==> src/rtl/uart_pkg.sv <==
// uart_pkg
//   Shared definitions for the UART receive path.
//   OSR                 : oversampling ratio (ticks per bit).
//   byte_state_t        : byte receiver FSM encoding.
//   calc_osr_div        : Clk cycles per oversampling tick, rounded to nearest.
//   calc_timeout_cycles : inter-byte gap limit in Clk cycles.
package uart_pkg;

  localparam int OSR = 16;

  typedef enum logic [1:0] {
    ST_IDLE  = 2'd0,
    ST_START = 2'd1,
    ST_DATA  = 2'd2,
    ST_STOP  = 2'd3
  } byte_state_t;

  function automatic int calc_osr_div(input int clk_freq, input int baud);
    return (clk_freq + (baud * OSR) / 2) / (baud * OSR);
  endfunction

  function automatic int calc_timeout_cycles(input int clk_freq, input int baud,
                                             input int timeout_bits);
    return timeout_bits * OSR * calc_osr_div(clk_freq, baud);
  endfunction

endpackage

==> src/rtl/uart_byte_rx.sv <==
// uart_byte_rx
//   8N1 byte receiver with 16x oversampling and 3-sample majority vote.
//   Ports:
//     Clk, Reset_n     : clock, asynchronous active-low reset
//     uart_rx          : serial line, idle high, asynchronous to Clk
//     byte_data[7:0]   : received byte, valid while byte_done is high
//     byte_done        : one-cycle pulse, stop bit read as 1
//     byte_err         : one-cycle pulse, stop bit read as 0
//     busy             : high from start detection until the FSM is back in IDLE
module uart_byte_rx
  import uart_pkg::*;
#(
  parameter int CLK_FREQ = 50_000_000,
  parameter int BAUD     = 115200
) (
  input  logic       Clk,
  input  logic       Reset_n,
  input  logic       uart_rx,
  output logic [7:0] byte_data,
  output logic       byte_done,
  output logic       byte_err,
  output logic       busy
);

  localparam int OSR_DIV = calc_osr_div(CLK_FREQ, BAUD);
  localparam int DIV_W   = (OSR_DIV > 1) ? $clog2(OSR_DIV) : 1;

  byte_state_t      state, state_nxt;
  logic             rx_p0, rx_p1, rx_p2;
  logic [DIV_W-1:0] div_cnt;
  logic [3:0]       tick_cnt;
  logic [2:0]       bit_idx;
  logic [1:0]       samp;
  logic [7:0]       shreg;
  logic             tick, start_edge, mid_bit, end_bit, bit_val;

  function automatic logic maj3(input logic [2:0] s);
    return (s[0] & s[1]) | (s[0] & s[2]) | (s[1] & s[2]);
  endfunction

  // Stage p0/p1: two-flop synchroniser; p2 is only the edge-detect history
  always_ff @(posedge Clk or negedge Reset_n) begin
    if (!Reset_n) begin
      rx_p0 <= 1'b1;
      rx_p1 <= 1'b1;
      rx_p2 <= 1'b1;
    end else begin
      rx_p0 <= uart_rx;
      rx_p1 <= rx_p0;
      rx_p2 <= rx_p1;
    end
  end

  // Ticks are numbered 1..16 within a bit; tick_cnt holds ticks already seen,
  // so tick_cnt==8 on a tick is tick 9, where the third vote sample arrives.
  assign start_edge = (state == ST_IDLE) && rx_p2 && !rx_p1;
  assign tick       = (state != ST_IDLE) && (div_cnt == DIV_W'(OSR_DIV - 1));
  assign mid_bit    = tick && (tick_cnt == 4'd8);
  assign end_bit    = tick && (tick_cnt == 4'd15);
  assign bit_val    = maj3({samp, rx_p1});
  assign busy       = (state != ST_IDLE) || start_edge;
  assign byte_data  = shreg;

  always_comb begin
    state_nxt = state;
    case (state)
      ST_IDLE:  if (start_edge) state_nxt = ST_START;
      ST_START: begin
        if (mid_bit && bit_val) state_nxt = ST_IDLE;
        else if (end_bit)       state_nxt = ST_DATA;
      end
      ST_DATA:  if (end_bit && (bit_idx == 3'd7)) state_nxt = ST_STOP;
      ST_STOP:  if (mid_bit) state_nxt = ST_IDLE;
      default:  state_nxt = ST_IDLE;
    endcase
  end

  always_ff @(posedge Clk or negedge Reset_n) begin
    if (!Reset_n) state <= ST_IDLE;
    else          state <= state_nxt;
  end

  // Bit timing, voting and shift register
  always_ff @(posedge Clk or negedge Reset_n) begin
    if (!Reset_n) begin
      div_cnt   <= '0;
      tick_cnt  <= '0;
      bit_idx   <= '0;
      samp      <= '0;
      shreg     <= '0;
      byte_done <= 1'b0;
      byte_err  <= 1'b0;
    end else begin
      if (state == ST_IDLE) begin
        // Divider phase restarts at each start edge
        div_cnt  <= '0;
        tick_cnt <= '0;
        bit_idx  <= '0;
      end else begin
        if (tick) begin
          div_cnt  <= '0;
          tick_cnt <= tick_cnt + 4'd1;
        end else begin
          div_cnt  <= div_cnt + DIV_W'(1);
        end
        if (tick && ((tick_cnt == 4'd6) || (tick_cnt == 4'd7)))
          samp <= {samp[0], rx_p1};
        if ((state == ST_DATA) && mid_bit)
          shreg <= {bit_val, shreg[7:1]};
        if ((state == ST_DATA) && end_bit)
          bit_idx <= bit_idx + 3'd1;
      end
      byte_done <= (state == ST_STOP) && mid_bit && bit_val;
      byte_err  <= (state == ST_STOP) && mid_bit && !bit_val;
    end
  end

endmodule

==> src/rtl/uart_rx_data40.sv <==
// uart_rx_data40
//   Assembles five UART bytes into a 40-bit word, byte 0 in Data40[7:0].
//   A lost byte is recovered by an inter-byte gap timer; a framing error
//   drops the partial packet.
//   Ports:
//     Clk, Reset_n : clock, asynchronous active-low reset
//     uart_rx      : serial line, idle high
//     Data40       : last complete packet, updated only with Rx_Done
//     Rx_Done      : one-cycle pulse, Data40 just updated
//     Frame_Err    : one-cycle pulse, stop bit was 0, partial packet dropped
//     Timeout      : one-cycle pulse, partial packet dropped on gap expiry
module uart_rx_data40
  import uart_pkg::*;
#(
  parameter int CLK_FREQ     = 50_000_000,
  parameter int BAUD         = 115200,
  parameter int TIMEOUT_BITS = 20
) (
  input  logic        Clk,
  input  logic        Reset_n,
  input  logic        uart_rx,
  output logic [39:0] Data40,
  output logic        Rx_Done,
  output logic        Frame_Err,
  output logic        Timeout
);

  localparam int TO_CYC = calc_timeout_cycles(CLK_FREQ, BAUD, TIMEOUT_BITS);
  localparam int TO_W   = $clog2(TO_CYC + 1);

  logic [7:0]      byte_data;
  logic            byte_done, byte_err, busy;
  logic [2:0]      cnt, cnt_nxt;
  logic [31:0]     sr;
  logic [TO_W-1:0] gap_cnt;
  logic            gap_exp;
  logic            done_nxt, ferr_nxt, to_nxt;

  uart_byte_rx #(
    .CLK_FREQ (CLK_FREQ),
    .BAUD     (BAUD)
  ) u_byte_rx (
    .Clk       (Clk),
    .Reset_n   (Reset_n),
    .uart_rx   (uart_rx),
    .byte_data (byte_data),
    .byte_done (byte_done),
    .byte_err  (byte_err),
    .busy      (busy)
  );

  // busy already includes the start-detection cycle, so a start always beats
  // an expiry landing on the same edge.
  assign gap_exp = (cnt != 3'd0) && !busy && (gap_cnt == TO_W'(TO_CYC - 1));

  always_comb begin
    cnt_nxt  = cnt;
    done_nxt = 1'b0;
    ferr_nxt = 1'b0;
    to_nxt   = 1'b0;
    if (byte_done) begin
      if (cnt == 3'd4) begin
        cnt_nxt  = 3'd0;
        done_nxt = 1'b1;
      end else begin
        cnt_nxt  = cnt + 3'd1;
      end
    end else if (byte_err) begin
      cnt_nxt  = 3'd0;
      ferr_nxt = 1'b1;
    end else if (gap_exp) begin
      cnt_nxt  = 3'd0;
      to_nxt   = 1'b1;
    end
  end

  always_ff @(posedge Clk or negedge Reset_n) begin
    if (!Reset_n) begin
      cnt       <= 3'd0;
      Rx_Done   <= 1'b0;
      Frame_Err <= 1'b0;
      Timeout   <= 1'b0;
    end else begin
      cnt       <= cnt_nxt;
      Rx_Done   <= done_nxt;
      Frame_Err <= ferr_nxt;
      Timeout   <= to_nxt;
    end
  end

  // Byte slots; stale slots from a dropped packet are always overwritten
  // before the next completion.
  always_ff @(posedge Clk or negedge Reset_n) begin
    if (!Reset_n) begin
      sr     <= '0;
      Data40 <= '0;
    end else if (byte_done) begin
      case (cnt)
        3'd0:    sr[7:0]   <= byte_data;
        3'd1:    sr[15:8]  <= byte_data;
        3'd2:    sr[23:16] <= byte_data;
        3'd3:    sr[31:24] <= byte_data;
        3'd4:    Data40    <= {byte_data, sr};
        default: ;
      endcase
    end
  end

  always_ff @(posedge Clk or negedge Reset_n) begin
    if (!Reset_n)
      gap_cnt <= '0;
    else if (busy || (cnt == 3'd0) || gap_exp)
      gap_cnt <= '0;
    else
      gap_cnt <= gap_cnt + TO_W'(1);
  end

endmodule

==> config.mk <==
export PLATFORM = sky130hd
export DESIGN_NAME = uart_rx_data40
export DESIGN_NICKNAME = d
export VERILOG_FILES = /design/src/rtl/uart_pkg.sv /design/src/rtl/uart_byte_rx.sv /design/src/rtl/uart_rx_data40.sv
export SDC_FILE = /design/constraint.sdc
export NUM_CORES = 1
export LEC_CHECK = 0
export ABC_AREA = 1
export ABC_CLOCK_PERIOD_IN_PS = 2200
export CORE_MARGIN = 3
export CORE_UTILIZATION = 55
export CTS_CLUSTER_SIZE = 24
export DETAILED_ROUTE_END_ITERATION = 7
export HOLD_SLACK_MARGIN = 0.02
export MAX_ROUTING_LAYER = met4
export PLACE_DENSITY = 0.82
export SYNTH_ARGS = -nofsm -noshare
export SYNTH_HDL_FRONTEND = slang
export SYNTH_HIERARCHICAL = 1
export SYNTH_SLANG_ARGS = --single-unit
export TNS_END_PERCENT = 50
==> constraint.sdc <==
create_clock -name Clk -period 2.2 [get_ports Clk]
set_clock_uncertainty 0.2 [all_clocks]
set_input_delay 0.44 -clock Clk [delete_from_list [all_inputs] [get_ports Clk]]
set_output_delay 0.44 -clock Clk [all_outputs]
set_load 0.01 [all_outputs]
==> reports/qor.txt <==
Status: finished, final reports clean
Peak supply drop: 0.453 mV
CP Capture Type: output port
Synth Area in XOR/XNOR: 0.851%
Fmax: 474 MHz
CP Max Fanout: 2
DP HPWL: 6.93 mm
Register area share after synthesis: 58.9%
Placed Instances: 708
Mux cell area share after synthesis: 0.583%
1st-pass router iterations: 5
Cell area after placement: 5680 µm²
Crit-path cells: clkdlybuf4s50_1
WP data required: 1560 ps
Initial drt markers: 255
Core area: 8890 µm²
Sequential cell area: 3030 µm²
Most frequent cells in the layout: 205 x nand2_1, 118 x dfrtp_1, 45 x o21ai_0
Placer Congestion: 0.868
Period minus WS final: 2110 ps
Compound-Gate Fraction of Synth Area: 6.39%
Clock latency on the worst-skew pair: 510 ps
Post-CTS setup buffers: 0
Largest net degree at the start of global routing: 49
Die width: 103 µm
Clk pin slew, worst setup/hold paths: 60 ps
Drt wl/cell: 15.2 µm
Vias: 4072
Clock Tree Buf Depth: 2
Unrepaired setup endpoints after global routing: false
Commonest non-fill, non-tap cell in the layout: nand2_1
CTS tree: yes
Antenna-violating nets left: 0
Crit path launch type: register
Power Density: 856 nW/µm²
Initial Util: 57.9%
Max-slew violations: 0
Clock root buffer: clkbuf_8
Slowest cell on crit path: clkdlybuf4s50_1
Cell count after synthesis: 566
# setup viols final: 0
Area of the multi-input gates: 1830 µm²
Post-Synth Simple-Gate Area: 24.5%
Adder-cell share of the synthesized area: 3.16%
Leakage: 3.02 nW
CP top delay family: buffers and inverters
Largest family of logic cells by synthesized area: simple AND/OR/NAND/NOR gates
Io pins: 46
Nets@finish: 636
Synth cell types: 29
Setup tns final: 0 ps
Yosys Warn Count: 6
Synth Net Count: 582
Post-route clock period utilization: 95.9%
Syn Area/Cell: 9.10 µm²
Mapped cell area: 5150 µm²
Die area: 10600 µm²
Worst-margin pin slew: 760 ps
Post-Route WL: 11.3 mm
Final cell count without fillers: 741
Setup Crit Path Kind: reg -> out
Hold slack: 122 ps
Global-route wire length before repair: 19.1 mm
Slew Limit Headroom: 49.3%
Vias in the first global route: 4159
N_diodes: 0
Design area: 6300 µm²
IO buf count: 45
Max-cap violation count: 0
Initial antenna violation count: 0
Drc violations: 0
FP Rows: 34
Final hold viol count: 0
Area grow syn2layout: 22.4%
Worst EP arrival: 1470 ps
Sink Count: 121
CTS H-tree lvls: 4
CP max stage delay: 570 ps
TritonCTS buffer count: 17
Layout cells sized above 1: 10.7%
Die H: 103 µm
HP Class: in -> async
Vias/cell: 5.50
CP bufs+invs: 1
Post-synthesis register bit count: 121
Fillers: 586
Tot GR Track Use: 24.1%
Overflow after GRT: 0
## cell type report
type	count	area share (%)
Multi-Input combinational cell	382	29.0
Clock inverter	14	3.12
Timing Repair Buffer	50	8.14
Sequential cell	121	48.1
Clock buffer	18	6.63
Inverter	48	2.86
Tap cell	108	2.14
## worst paths after layout
path,startpoint,endpoint,slack [ps],depth (start not counted)
max reg2reg,cnt[0]$_DFFE_PN0P_,Data40[34]$_DFFE_PN0P_,160,7
min,Reset_n,Data40[28]$_DFFE_PN0P_,120,2
max,Data40[16]$_DFFE_PN0P_,Data40[16],90,1
min in group Clk,uart_rx,u_byte_rx/rx_p0$_DFF_PN1_,140,1
min reg2reg,u_byte_rx/rx_p0$_DFF_PN1_,u_byte_rx/rx_p1$_DFF_PN1_,160,0
max in group asynchronous,Reset_n,Data40[10]$_DFFE_PN0P_,1090,3
## power by group
part	switching, mW	leakage (nW)	internal (mW)	total (mW)
registers	0.0395	1.68	2.26	2.30
logic	0.167	1.06	0.0709	0.238
clock network	1.01	0.292	1.85	2.86
## cells in the mapped netlist, drive strengths merged
cell type | n | area [µm²]
nand2 | 206 | 776
dfrtp | 118 | 2950
o21ai | 52 | 260
nor2 | 49 | 219
inv | 48 | 180
nand3 | 25 | 145
buf | 14 | 104
ha | 13 | 163
nor3 | 10 | 55.1
a21oi | 9 | 60.1
nand4 | 9 | 62.6
xor2 | 4 | 35.0
dfstp | 3 | 78.8
mux2 | 2 | 30.0
clkbuf | 1 | 3.75
o2111ai | 1 | 8.76
or2 | 1 | 6.26
xnor2 | 1 | 8.76
## cell families after synthesis
family	count (synthesis)
adders and majority gates	13
buffers and inverters	63
xor gates and xnor gates	5
DFF	121
and+or+nand+nor	300
AOI/OAI and AO/OA	62
muxes	2
## state kept, by name, indices dropped and copies added (netlist names), 2 cells and up, named ones only
signal               flops
u_byte_rx/div_cnt        5
cnt                      3
u_byte_rx/tick_cnt       4
Data40                  40
u_byte_rx/byte_data      8
u_byte_rx/samp           2
gap_cnt                 14
u_byte_rx/bit_idx        3
sr                      32
## timing repair
item,4_1_cts,5_1_grt
gates resized for setup,0,0
endpoints found under the hold margin,118,0
hold buffers,1,0
## routing by layer
layer | vias to the layer above | part of all wire (%) | routed length, µm | track usage, %
met5 | - | 0 | 0 | -
met2 | 152 | 52 | 5870 | 40.1
li1 | 1903 | - | - | -
met3 | 37 | 5.4 | 608 | 6.63
met1 | 1980 | 40 | 4470 | 27.3
met4 | 0 | 3.0 | 343 | 10.5
## stage by stage
stage               setup slack [ps]  power (mW)  util [%]
floorplan                        531        2.48         -
global placement                 294        2.57      63.9
finish                          89.9        5.40      70.9
detailed placement               236        2.58      63.9
CTS                             69.8        5.44      70.9
global route                    35.6        5.59      70.9
(Power assumes the default switching activity.)
